===== config.mk =====
export PLATFORM = sky130hd
export DESIGN_NAME = mul_iter
export DESIGN_NICKNAME = d
export VERILOG_FILES = /design/src/rtl/mul_iter.sv
export SDC_FILE = /design/constraint.sdc
export NUM_CORES = 1
export LEC_CHECK = 0
export ABC_AREA = 1
export CAP_MARGIN = 15
export CORE_ASPECT_RATIO = 0.75
export CORE_MARGIN = 5
export CORE_UTILIZATION = 30
export CTS_BUF_LIST = sky130_fd_sc_hd__clkbuf_4 sky130_fd_sc_hd__clkbuf_8
export DETAILED_ROUTE_END_ITERATION = 7
export PLACE_DENSITY = 0.53
export SETUP_SLACK_MARGIN = 0.4
export SKIP_CTS_REPAIR_TIMING = 1
export SLEW_MARGIN = 10
export SYNTH_ARGS = -nofsm -noshare
export SYNTH_HDL_FRONTEND = slang
export SYNTH_SLANG_ARGS = --single-unit

===== constraint.sdc =====
create_clock -name clk -period 2.9 [get_ports clk]
set_clock_uncertainty 0.2 [all_clocks]
set_input_delay 0.58 -clock clk [delete_from_list [all_inputs] [get_ports clk]]
set_output_delay 0.58 -clock clk [all_outputs]
set_load 0.005 [all_outputs]

===== src/rtl/mul_iter.sv =====
// Iterative radix-2 shift-add multiplier: signed or unsigned WIDTH x WIDTH -> 2*WIDTH product
// over WIDTH+2 cycles, with a start/busy/done handshake and product registers held until the next result.
module mul_iter #(
    parameter int WIDTH = 32
) (
    input  logic             clk,
    input  logic             reset,
    input  logic             start,
    input  logic             op_signed,
    input  logic [WIDTH-1:0] a,
    input  logic [WIDTH-1:0] b,
    output logic             busy,
    output logic             done,
    output logic [WIDTH-1:0] result_lo,
    output logic [WIDTH-1:0] result_hi,
    output logic             n_flag,
    output logic             z_flag
);

    localparam int CNT_W = (WIDTH > 1) ? $clog2(WIDTH) : 1;

    typedef enum logic [1:0] {
        IDLE = 2'b00,
        RUN  = 2'b01,
        FIX  = 2'b10,
        DONE = 2'b11
    } state_t;

    state_t               state_r;
    logic [2*WIDTH-1:0]   mcand_r;
    logic [2*WIDTH-1:0]   acc_r;
    logic [WIDTH-1:0]     mplier_r;
    logic [CNT_W-1:0]     cnt_r;
    logic                 sign_r;

    logic [WIDTH-1:0]     a_mag_s;
    logic [WIDTH-1:0]     b_mag_s;
    logic                 sign_s;
    logic [2*WIDTH-1:0]   step_s;
    logic [2*WIDTH-1:0]   fix_val_s;

    // The most-negative operand negates to itself, which is exactly its unsigned magnitude.
    function automatic logic [WIDTH-1:0] magnitude(input logic [WIDTH-1:0] v, input logic is_signed);
        magnitude = (is_signed && v[WIDTH-1]) ? (~v + {{(WIDTH-1){1'b0}}, 1'b1}) : v;
    endfunction

    // Operand magnitudes, one shift-add step and the sign-corrected final value.
    always_comb begin
        a_mag_s   = magnitude(a, op_signed);
        b_mag_s   = magnitude(b, op_signed);
        sign_s    = op_signed & (a[WIDTH-1] ^ b[WIDTH-1]);
        step_s    = mplier_r[0] ? (acc_r + mcand_r) : acc_r;
        fix_val_s = sign_r ? (~acc_r + {{(2*WIDTH-1){1'b0}}, 1'b1}) : acc_r;
    end

    // Control FSM, datapath registers and registered outputs.
    always_ff @(posedge clk or negedge reset) begin
        if (!reset) begin
            state_r   <= IDLE;
            mcand_r   <= {(2*WIDTH){1'b0}};
            acc_r     <= {(2*WIDTH){1'b0}};
            mplier_r  <= {WIDTH{1'b0}};
            cnt_r     <= {CNT_W{1'b0}};
            sign_r    <= 1'b0;
            busy      <= 1'b0;
            done      <= 1'b0;
            result_lo <= {WIDTH{1'b0}};
            result_hi <= {WIDTH{1'b0}};
            n_flag    <= 1'b0;
            z_flag    <= 1'b1;
        end else begin
            case (state_r)
                IDLE, DONE: begin
                    done <= 1'b0;
                    if (start) begin
                        mcand_r  <= {{WIDTH{1'b0}}, a_mag_s};
                        mplier_r <= b_mag_s;
                        sign_r   <= sign_s;
                        acc_r    <= {(2*WIDTH){1'b0}};
                        cnt_r    <= {CNT_W{1'b0}};
                        busy     <= 1'b1;
                        state_r  <= RUN;
                    end else begin
                        busy     <= 1'b0;
                        state_r  <= IDLE;
                    end
                end
                RUN: begin
                    acc_r    <= step_s;
                    mcand_r  <= {mcand_r[2*WIDTH-2:0], 1'b0};
                    mplier_r <= {1'b0, mplier_r[WIDTH-1:1]};
                    cnt_r    <= cnt_r + {{(CNT_W-1){1'b0}}, 1'b1};
                    if (cnt_r == CNT_W'(WIDTH - 1)) begin
                        state_r <= FIX;
                    end else begin
                        state_r <= RUN;
                    end
                end
                FIX: begin
                    result_hi <= fix_val_s[2*WIDTH-1:WIDTH];
                    result_lo <= fix_val_s[WIDTH-1:0];
                    n_flag    <= fix_val_s[2*WIDTH-1];
                    z_flag    <= ~|fix_val_s;
                    busy      <= 1'b0;
                    done      <= 1'b1;
                    state_r   <= DONE;
                end
                default: begin
                    busy    <= 1'b0;
                    done    <= 1'b0;
                    state_r <= IDLE;
                end
            endcase
        end
    end

endmodule


### Word-level counts from Yosys, hierarchy flattened

Index checks and enable logic that the tools add are counted.

| word-level totals | value |
|---|---|
| input port bits | 68 |
| output and inout bits | 68 |
| register bits after elaboration | 236 |
| word-level logic and storage cells | 57 |

| operators by class | value |
|---|---|
| $add $sub $neg | 5 |
| bitwise operators | 5 |
| equality and inequality tests | 6 |
| mux-type cells | 18 |
| reductions and logical operators | 11 |

Operators by type and width:

| operator | count |
|---|---|
| 2-to-1 mux 64 bit | 4 |
| one-hot mux 64 bit (2 select lines) | 2 |
| 2-to-1 mux 32 bit | 3 |
| adder 32 x 1 -> 32 bit, second input constant | 2 |
| adder 64 x 1 -> 64 bit, second input constant | 1 |
| adder 64 bit | 1 |
| inverter 32 bit | 2 |
| inverter 64 bit | 1 |
| one-hot mux 32 bit (2 select lines) | 1 |
| OR reduction 64 bit | 1 |
| one-hot mux 5 bit (2 select lines) | 1 |
| one-hot mux 2 bit (3 select lines) | 1 |
| adder 5 x 1 -> 5 bit, second input constant | 1 |
| equality test 5 bit, second input constant | 1 |
| 2-to-1 mux 5 bit | 1 |
| equality test 2 bit, second input constant | 2 |
| inequality test 2 bit, second input constant | 2 |
| one-hot mux 1 bit (2 select lines) | 2 |
| AND reduction 2 bit | 2 |
| nonzero test 2 bit | 2 |
| AND reduction 3 bit | 1 |
| equality test 2 x 1 -> 1 bit, second input constant | 1 |
| logical AND 1 bit | 2 |
| zero test 2 bit | 1 |
| other kinds (6) | 7 |

### Depth between registers and ports, before layout

Gate-level depths: netlist of run 1.

| logic depth | value |
|---|---|
| word-level depth | 5 |
| depth in mapped cells | 18 |
| mapped depth without buffers | 18 |

### Worst setup path before layout of run 1

No wires, ideal clock.

| timing | value |
|---|---|
| path kind | input port to flip-flop |
| start point | input b[0] |
| end point | register mplier_r[28] |
| cell stages on the path | 13 |
| setup time | 117 ps |
| setup slack | 516 ps |
| arrival | 2067 ps |
| required time | 2583 ps |
| buffers on the path | 0 |
| cells stage by stage | inv_1 > ha_1 > nand3_1 > nor3_1 > nand4_1 > inv_1 > nand2_1 > o21ai_0 > o21ai_0 > xnor2_1 > nand2_1 > nand2_1 > nand2_1 |

| between the ends | value |
|---|---|
| word-level cells in the longest chain between the ends | 5 |

RTL lines:

| what | RTL line | text |
|---|---|---|
| from (decl) | 11 | `input logic [WIDTH-1:0] b,` |
| inverter 32 bit | 44 | `magnitude = (is_signed && v[WIDTH-1]) ? (~v + {{(WIDTH-1){1'b0}}, 1'b1}) : v;` |
| adder 32 x 1 -> 32 bit | 44 |  |
| 2-to-1 mux 32 bit | 44 |  |
| 2-to-1 mux 32 bit | 75 | `if (start) begin` |
| one-hot mux 32 bit (2 select lines) | 72 | `case (state_r)` |
| to (signal assigned) | 62 | `mplier_r <= {WIDTH{1'b0}};` |
| to (signal assigned) | 77 | `mplier_r <= b_mag_s;` |
| to (signal assigned) | 91 | `mplier_r <= {1'b0, mplier_r[WIDTH-1:1]};` |
| to (decl) | 32 | `logic [WIDTH-1:0] mplier_r;` |

Every way passes these cells. The select of a mux whose other input is x is not followed.
A chain may end at the register's enable or synchronous reset.

### Worst setup path after layout of run 1

| timing | value |
|---|---|
| start point | register mcand_r[0] |
| end point | register acc_r[50] |

| between the ends | value |
|---|---|
| word-level cells in the longest chain between the ends | 3 |

RTL lines:

| what | RTL line | text |
|---|---|---|
| from (decl) | 30 | `logic [2*WIDTH-1:0] mcand_r;` |
| from (signal assigned) | 60 | `mcand_r <= {(2*WIDTH){1'b0}};` |
| from (signal assigned) | 76 | `mcand_r <= {{WIDTH{1'b0}}, a_mag_s};` |
| from (signal assigned) | 90 | `mcand_r <= {mcand_r[2*WIDTH-2:0], 1'b0};` |
| adder 64 bit | 52 | `step_s = mplier_r[0] ? (acc_r + mcand_r) : acc_r;` |
| 2-to-1 mux 64 bit | 52 |  |
| one-hot mux 64 bit (2 select lines) | 72 |  |
| to (signal assigned) | 61 | `acc_r <= {(2*WIDTH){1'b0}};` |
| to (signal assigned) | 79 | `acc_r <= {(2*WIDTH){1'b0}};` |
| to (signal assigned) | 89 | `acc_r <= step_s;` |
| to (decl) | 31 | `logic [2*WIDTH-1:0] acc_r;` |

Every way passes these cells. The select of a mux whose other input is x is not followed.

==> summary.md, run 1 <==
| Metric | Value |
|---|---|
| Hold/Removal Path Class | flop to flop |
| DRT iter0 DRCs | 1763 |
| Post-synth top cells | nand2_1 (742), nor2_1 (424), inv_1 (327) |
| Via density | 5.046 |
| RePlAce Congestion | 0.9503 |
| # fillers | 6052 |
| DRC | 0 |
| Placed insts | 3893 |
| Status | completed |
| Worst Max-Slew Pin Slew | 0.7314 ns |
| Max Clk Rate | 389.1 MHz |
| Slowest cell on the critical path | fa_2 |
| Total nets after synthesis | 2920 |
| Final setup fails | 0 |
| CP required | 3.20 ns |
| Post-synthesis cell type count | 45 |
| Maximum vdd ir drop | 0.5619 mV |
| Share of cells above drive strength 1 | 0.2645 |
| First drt pass iteration count | 5 |
| Static leakage | 0.01152 uW |
| Asr flop ratio synth | 1.000 |
| Relative slew margins | 0.5124 |
| WL final | 77820 um |
| Synth area leaders | dfrtp_1 (33%), nand2_1 (16%), nor2_1 (8.9%) |
| IO Pins | 136 |
| Post-layout min period | 2.570 ns |
| Worst Setup End Kind | flop |
| CP Launch Type | flop |
| R2r setup slk | 0.33 ns |
| Top cell family by delay on the critical path | simple AND/OR/NAND/NOR gates |
| Max Cap Viol | 0 |
| Number of buffers and inverters on the critical path | 3 |
| Starting Density | 0.3026 |
| FP Rows | 77 |
| Worst path cell trace | ha_2 > inv_2 > fa_2 > inv_2 > nand3_2 > nand2_4 > buf_6 > a21oi_4 > o21bai_2 > nand2_1 > nand2_2 > nand4_1 > a21oi_1 > o22ai_2 |
| Final Hold Viols | 0 |
| FF+latch count, synth | 235 |
| CTS tree | yes |
| Cell accounting for the most synthesized area | dfrtp_1 |
| Top_reg_cell synth | dfrtp_1 |
| Syn-to-layout area delta | 43.18% |
| Slowest stage delay, CP | 0.36 ns |
| Reg clk slew, reported paths | 0.06 ns |
| RSZ-0062 raised after global routing | true |
| Routed len/inst | 19.36 um |
| Total number of vias | 20280 |
| Most frequent cell after synthesis | nand2_1 |
| Worst EP arrival | 2.87 ns |
| FF+latch area | 5934 um^2 |
| Share of the synthesized area in the top cell type | 0.3287 |
| # diodes | 0 |
| Dpl ws | -0.3076 ns |
| CTS H-Tree Depth | 2 |
| Area occupied by multi-input gates | 12400 um^2 |
| Mapped Cells | 2779 |
| Post-synthesis sequential area ratio | 0.3302 |
| EDFF count, synth | 0 |
| Most used cell, CP | inv_2 |
| First-pass GRT wire length | 115800 um |
| DPL Wire Length | 62500 um |
| PnR worst setup slack | 0.3297 ns |
| Die ar. | 64400 um^2 |
| Clk sinks | 235 |
| Core Area | 58870 um^2 |
| Clock latency on the worst-skew pair | 0.65 ns |
| Slew Viols, Final | 0 |
| Netlist Area Pre-Place | 17810 um^2 |
| GRT overflow | 0 |
| Average cell area after synthesis | 6.410 um^2 |
| Clock root buffer | clkbuf_8 |
| Yosys warns | 0 |
| # port buffers | 135 |
| Die height | 221.0 um |
| Gr usage total | 0.2295 |
| TritonCTS buffer count | 45 |
| Final net count | 3336 |
| Finished Layout Cells | 4019 |
| Vias in the first global route | 19060 |
| Largest net degree at the start of global routing | 102 |
| Final antenna-violating net count | 0 |
| Die W | 291.4 um |
| PD cells | 906.2 nW/um^2 |
| Clock Path Buffers | 3 |
| Crit share post-route | 0.8863 |
| Initial antenna violation count | 3 |
| Crit path max fanout | 4 |
| Crit path kind | flop to flop |
-- area by class of cell --
cell class | count | share of cell area
Clock buffer | 65 | 0.03238
Inverter | 333 | 0.04940
Tap cell | 790 | 0.03875
Clock inverter | 16 | 0.008781
Multi-Input combinational cell | 2135 | 0.4861
Sequential cell | 235 | 0.2327
Timing Repair Buffer | 445 | 0.1519
-- state kept, by name (all words and copies together) (netlist names), 2 cells and up --
name	cells
acc_r	64
cnt_r	5
mcand_r	64
mplier_r	32
result_hi	32
result_lo	32
state_r	2
-- power by group --
group          total [uW]  internal [uW]  switching (uW)
Clock                3930           2290            1650
Sequential           5010           4110             895
Combinational       14200           5590            8590
-- cell usage in the layout (no fill, tap or decap), types with 10 or more instances in the layout --
cell type          n
o21ai_2           25
o22ai_1           56
xnor2_1           10
o211ai_1          11
nor2_2            79
buf_4            282
a21oi_1          114
nand2_2           69
ha_4              40
ha_2              12
nand2_4           21
xor2_1            24
nor2_4            35
nand3_1          105
nand3_2           23
o21ai_1           61
a21o_1            17
clkbuf_4          11
o21ai_0          216
inv_2             21
clkdlybuf4s50_1  134
clkbuf_8          54
nor3_1            16
nand3b_1          12
dfrtp_2           42
nor2_1           311
nor3_2            10
buf_12            10
inv_1            307
nand4_1           26
buf_6             17
nand2_1          652
dfrtp_1          192
ha_1              20
a21oi_2           43
a31oi_1           42
-- metrics by stage --
| stage | util | cell area (um^2) | hold slack [ns] | TNS, ns | total power (uW) |
|---|---|---|---|---|---|
| 6_report | 0.4333 | 25510 | 0.2683 | 0 | 23110 |
| 4_1_cts | 0.3904 | 22980 | -0.3163 | -0.9566 | 20400 |
| 3_3_place_gp | 0.3725 | 21930 | 0.2590 | -2.345 | 16300 |
| 3_5_place_dp | 0.3725 | 21930 | 0.2639 | -3.480 | 16350 |
| 5_1_grt | 0.4333 | 25510 | 0.3071 | 0 | 24820 |
| 2_1_floorplan | - | 17810 | 0.08441 | 0 | 11070 |
-- final timing paths --
kind                       cells past startpoint       start           end
setup reg to reg                              14  mcand_r[0]     acc_r[50]
min in group asynchronous                      2       reset  mplier_r[17]
max in group asynchronous                      3       reset     acc_r[41]
hold / removal                                 2      z_flag        z_flag
setup / recovery                              14  mcand_r[0]     acc_r[50]
hold reg to reg                                2      z_flag        z_flag
-- tightest hold or removal path: stages (launching register included) --
cell and delay (ns):
dfstp_2 0.36, nand2_1 0.06, nand2_1 0.05
-- kinds of logic (layout without fill, tap and decap cells) --
logic type,count (synthesis),after routing,share of synthesized area
buffers and inverters,409,859,0.08766
AO/OA/AOI/OAI,648,648,0.2023
AND/OR/NAND/NOR,1379,1379,0.3110
XOR/XNOR,35,35,0.01721
flip-flops,235,235,0.3302
adder cells (fa/ha/maj),73,73,0.05170
-- routing by layer --
metal	wire length (um)	vias to the layer above	global-route usage
met5	13	-	0
met4	1569	2	0.04747
met3	6128	99	0.04040
met2	30460	674	0.3174
met1	39650	9501	0.3688
li1	-	10000	-
(Power assumes the default switching activity.)
==> run 2: changes to the inputs <==
--- a/config.mk
+++ b/config.mk
@@ -7,12 +7,12 @@
 export LEC_CHECK = 0
 export ABC_AREA = 1
 export CAP_MARGIN = 15
-export CORE_ASPECT_RATIO = 0.75
 export CORE_MARGIN = 5
 export CORE_UTILIZATION = 30
 export CTS_BUF_LIST = sky130_fd_sc_hd__clkbuf_4 sky130_fd_sc_hd__clkbuf_8
 export DETAILED_ROUTE_END_ITERATION = 7
 export PLACE_DENSITY = 0.53
+export REMOVE_ABC_BUFFERS = 1
 export SETUP_SLACK_MARGIN = 0.4
 export SKIP_CTS_REPAIR_TIMING = 1
 export SLEW_MARGIN = 10
==> summary.md, run 2 (synthesis gave the netlist of run 1 again) <==
| Metric | Value |
|---|---|
| Core Area | 58910 um^2 |
| Min-delay src | mplier_r[15] |
| Worst Max-Slew Pin Slew | 0.8886 ns |
| FF+latch area | 5963 um^2 |
| FF-to-FF Start | acc_r[0] |
| Final setup fails | 0 |
| TritonCTS buffer count | 46 |
| Sum Neg Setup Slack | 0 ns |
| Share of cells above drive strength 1 | 0.2109 |
| Worst Setup End Kind | flop |
| Via density | 5.045 |
| R2r setup slk | 0.33 ns |
| Routed len/inst | 18.35 um |
| Slew Viols, Final | 0 |
| Final Hold Viols | 0 |
| Placed cell areas | 20970 um^2 |
| PD cells | 879.5 nW/um^2 |
| Reg power frac | 0.243 |
| Hold Path Sink | mplier_r[15] |
| GRT overflow | 0 |
| CTS tree | yes |
| Clk sinks | 235 |
| WL final | 71450 um |
| DRT iter0 DRCs | 1228 |
| RSZ-0062 raised after global routing | true |
| Final net count | 3225 |
| Vias in the first global route | 18850 |
| PnR worst setup slack | 0.3252 ns |
| Die height | 253.7 um |
| DRC | 0 |
| CTS H-Tree Depth | 2 |
| Clock latency on the worst-skew pair | 0.63 ns |
| FP Rows | 89 |
| Static leakage | 0.01089 uW |
| Total number of vias | 19650 |
| Crit share post-route | 0.8879 |
| Pwr Total | 21250 uW |
| Relative slew margins | 0.4076 |
| Max Cap Viol | 0 |
| Sw Share | 0.4806 |
| RePlAce Congestion | 0.9936 |
| Post-layout min period | 2.575 ns |
| Clock Path Buffers | 3 |
| Hold path cells | 2 |
| Final antenna-violating net count | 0 |
| First drt pass iteration count | 5 |
| Switching Power | 10210 uW |
| DPL Wire Length | 56390 um |
| Initial antenna violation count | 2 |
| Reg2reg end | acc_r[50] |
| Commonest non-fill, non-tap cells in the layout | nand2_1 (690), nor2_1 (349), inv_1 (313), o21ai_0 (229), buf_4 (182) |
| Combinational power share | 0.575 |
| Dpl ws | -0.1141 ns |
| # port buffers | 135 |
| # fillers | 6168 |
| Largest net degree at the start of global routing | 102 |
| Hold/Removal Path Class | flop to flop |
| Clock power share | 0.181 |
| R2R cell count | 14 |
| CP Launch Type | flop |
| Internal power | 11040 uW |
| CP required | 3.19 ns |
| Syn-to-layout area delta | 35.63% |
| Crit path max fanout | 4 |
| Worst EP arrival | 2.87 ns |
| Die ar. | 64350 um^2 |
| Max Clk Rate | 388.4 MHz |
| Area occupied by multi-input gates | 11930 um^2 |
| IO Pins | 136 |
| Crit path kind | flop to flop |
| Reg clk slew, reported paths | 0.06 ns |
| Die W | 253.7 um |
| Most common cell after layout, fill and taps aside | nand2_1 |
| Gr usage total | 0.2110 |
| First-pass GRT wire length | 106500 um |
| Starting Density | 0.3024 |
| Clock root buffer | clkbuf_8 |
| Final Cell Area | 24160 um^2 |
| Min Hold Slack | 0.2735 ns |
| Biggest regs | acc_r (64), mcand_r (64) |
| Maximum vdd ir drop | 0.5987 mV |
| Status | completed |
[run 2: final cells by class]
cell class | instances | share of cell area
Multi-Input combinational cell | 2135 | 0.4937
Sequential cell | 235 | 0.2468
Timing Repair Buffer | 333 | 0.1231
Inverter | 333 | 0.05205
Tap cell | 773 | 0.04003
Clock buffer | 71 | 0.03760
Clock inverter | 13 | 0.006629
Antenna cell | 1 | 0.0001036
[run 2: worst max path at each step]
stage,start,slack [ns],to
2_1_floorplan,state_r[1],-3.16,acc_r[24]
3_3_place_gp,b[0],-0.11,mplier_r[28]
3_5_place_dp,a[0],-0.11,mcand_r[24]
4_1_cts,mcand_r[2],0.04,acc_r[41]
5_1_grt,acc_r[0],0.20,acc_r[42]
6_report,acc_r[0],0.33,acc_r[50]
[run 2: layer usage]
metal / global-route usage / vias to the layer above / routed length [um]
li1: - / 9776 / -
met1: 0.2939 / 9233 / 33070
met4: 0.06490 / 2 / 2217
met2: 0.3432 / 520 / 32560
met5: 0 / - / 12
met3: 0.02774 / 116 / 3587
[run 2: critical path, cell delays in order, from the launching register on]
cell	delay [ns]
dfrtp_1	0.36
ha_2	0.20
inv_2	0.04
fa_2	0.35
inv_2	0.08
nand3_4	0.07
nand2_4	0.10
a21oi_4	0.07
o21bai_1	0.17
nand2_1	0.11
nand2_2	0.12
buf_6	0.12
nand4_1	0.15
a21oi_1	0.21
o22ai_1	0.09
[run 2: power by group through the flow]
stage | sequential (uW) | combinational [uW] | clock (uW)
final | 5160 | 12200 | 3860
after global routing | 5250 | 13500 | 4130
after CTS | 4940 | 10200 | 4000
after detailed placement | 4990 | 10100 | 0
after global placement | 4960 | 10000 | 0
after floorplan | 4660 | 6200 | 0
[run 2: stage by stage]
stage | instances | utilization
6_report | 3894 | 0.4101
5_1_grt | 3894 | 0.4101
4_1_cts | 3837 | 0.3742
3_5_place_dp | 3753 | 0.3560
3_3_place_gp | 3753 | 0.3560
2_1_floorplan | 2703 | -
==> run 3: changes to the inputs <==
--- a/config.mk
+++ b/config.mk
@@ -7,11 +7,13 @@
 export LEC_CHECK = 0
 export ABC_AREA = 1
 export CAP_MARGIN = 15
+export CELL_PAD_IN_SITES_DETAIL_PLACEMENT = 2
+export CELL_PAD_IN_SITES_GLOBAL_PLACEMENT = 2
 export CORE_MARGIN = 5
 export CORE_UTILIZATION = 30
 export CTS_BUF_LIST = sky130_fd_sc_hd__clkbuf_4 sky130_fd_sc_hd__clkbuf_8
 export DETAILED_ROUTE_END_ITERATION = 7
-export PLACE_DENSITY = 0.53
+export PLACE_DENSITY = 0.81
 export REMOVE_ABC_BUFFERS = 1
 export SETUP_SLACK_MARGIN = 0.4
 export SKIP_CTS_REPAIR_TIMING = 1
==> summary.md, run 3 (synthesis gave the netlist of run 1 again) <==
| Metric | Value |
|---|---|
| TritonCTS buffer count | 47 |
| IO Pins | 136 |
| Reg power frac | 0.220 |
| Clock power share | 0.165 |
| Most used cell, CP | nand2_1 |
| PnR worst setup slack | 0.09492 ns |
| Hold/Removal Path Class | input pin to async pin |
| Worst path cell trace | inv_1 > fa_2 > inv_2 > nand3_4 > nand2_4 > a21oi_4 > o21bai_1 > nand2_1 > nand2_2 > buf_6 > nand4_1 > nand3_1 > nand2_1 > o22ai_1 |
| Syn-to-layout area delta | 39.51% |
| Number of buffers and inverters on the critical path | 3 |
| # fillers | 6876 |
| DRT iter0 DRCs | 1418 |
| Relative slew margins | 0.4553 |
| Worst Max-Slew Pin Slew | 0.8171 ns |
| FP Rows | 89 |
| WL final | 101300 um |
| Routed len/inst | 25.59 um |
| Final Cell Area | 24850 um^2 |
| CTS tree | yes |
| Reg clk slew, reported paths | 0.07 ns |
| Share of cells above drive strength 1 | 0.2305 |
| Internal power | 11530 uW |
| Maximum vdd ir drop | 0.6991 mV |
| Final net count | 3289 |
| Initial antenna violation count | 3 |
| Crit path max fanout | 4 |
| First drt pass iteration count | 5 |
| Combinational power share | 0.615 |
| Clock root buffer | clkbuf_8 |
| Worst Setup End Kind | flop |
| Placed cell areas | 21420 um^2 |
| CTS H-Tree Depth | 2 |
| Max Clk Rate | 356.5 MHz |
| Crit share post-route | 0.9673 |
| Commonest non-fill, non-tap cells in the layout | nand2_1 (687), nor2_1 (337), inv_1 (306), o21ai_0 (235), buf_4 (235) |
| Max Cap Viol | 0 |
| Slowest cell on the critical path | fa_2 |
| Slew Viols, Final | 0 |
| Sw Share | 0.5157 |
| GRT overflow | 0 |
| Slowest stage delay, CP | 0.45 ns |
| Switching Power | 12280 uW |
| Clock latency on the worst-skew pair | 0.68 ns |
| Gr usage total | 0.2629 |
| Starting Density | 0.3024 |
| Biggest regs | acc_r (64), mcand_r (64) |
| Vias in the first global route | 22830 |
| Static leakage | 0.01114 uW |
| Die W | 253.7 um |
| Largest net degree at the start of global routing | 102 |
| First-pass GRT wire length | 132700 um |
| PD cells | 958.3 nW/um^2 |
| Crit path kind | flop to flop |
| Via density | 5.583 |
| Final Hold Viols | 0 |
| Die height | 253.7 um |
| Worst EP arrival | 3.20 ns |
| Clock Path Buffers | 3 |
| DPL Wire Length | 69170 um |
| Clk sinks | 235 |
| Total number of vias | 22110 |
| Core Area | 58910 um^2 |
| Final setup fails | 0 |
| RSZ-0062 raised after global routing | true |
| # port buffers | 135 |
| Status | completed |
| Post-layout min period | 2.805 ns |
| RePlAce Congestion | 0.9457 |
| Final antenna-violating net count | 0 |
| Most common cell after layout, fill and taps aside | nand2_1 |
| DRC | 0 |
| CP Launch Type | flop |
| Die ar. | 64350 um^2 |
| Top cell family by delay on the critical path | simple AND/OR/NAND/NOR gates |
| CP required | 3.30 ns |
| Dpl ws | -0.3532 ns |
==> run 3: per-stage QoR <==
step,util,std cells,power [uW],hold slack (ns),setup TNS (ns)
2_1_floorplan,-,2703,10860,0.08441,-352.31
3_3_place_gp,0.3635,3812,15530,0.2586,-0.9114
3_5_place_dp,0.3635,3812,16150,0.2638,-4.212
4_1_cts,0.3812,3898,20250,-0.4111,-0.5319
5_1_grt,0.4219,3959,24970,0.2301,-0.01170
6_report,0.4219,3959,23810,0.2195,0
==> run 3: power by group through the flow <==
stage	Combinational, uW	Clock (uW)	Sequential (uW)
2_1_floorplan	6200	0	4660
3_3_place_gp	10600	0	4900
3_5_place_dp	11200	0	4950
4_1_cts	11400	3990	4900
5_1_grt	15500	4170	5290
6_report	14600	3930	5240
==> run 3: final timing paths <==
kind / from / to / slack, ns / depth (start not counted)
worst min-delay path: reset / acc_r[54] / 0.22 / 2
worst max register to register: mcand_r[1] / acc_r[50] / 0.09 / 14
worst max-delay path: mcand_r[1] / acc_r[50] / 0.09 / 14
min in group clk: z_flag / z_flag / 0.27 / 2
worst min register to register: z_flag / z_flag / 0.27 / 2
max in group asynchronous: reset / mcand_r[18] / 1.51 / 3
==> run 3: layout make-up <==
class	instances	area (um^2)	share of cell area
Multi-Input combinational cell	2135	12130	0.4882
Sequential cell	235	5939	0.2390
Timing Repair Buffer	395	3493	0.1406
Inverter	333	1267	0.05100
Tap cell	773	967.2	0.03892
Clock buffer	72	909.6	0.03660
Clock inverter	14	131.4	0.005286
Timing Repair inverter	1	8.758	0.0003524
Antenna cell	1	2.502	0.0001007
==> run 3: routing by layer <==
metal	track usage	part of all wire
met1	0.3459	0.42
met3	0.02907	0.045
met4	0.08776	0.044
met5	0	0
met2	0.4523	0.49
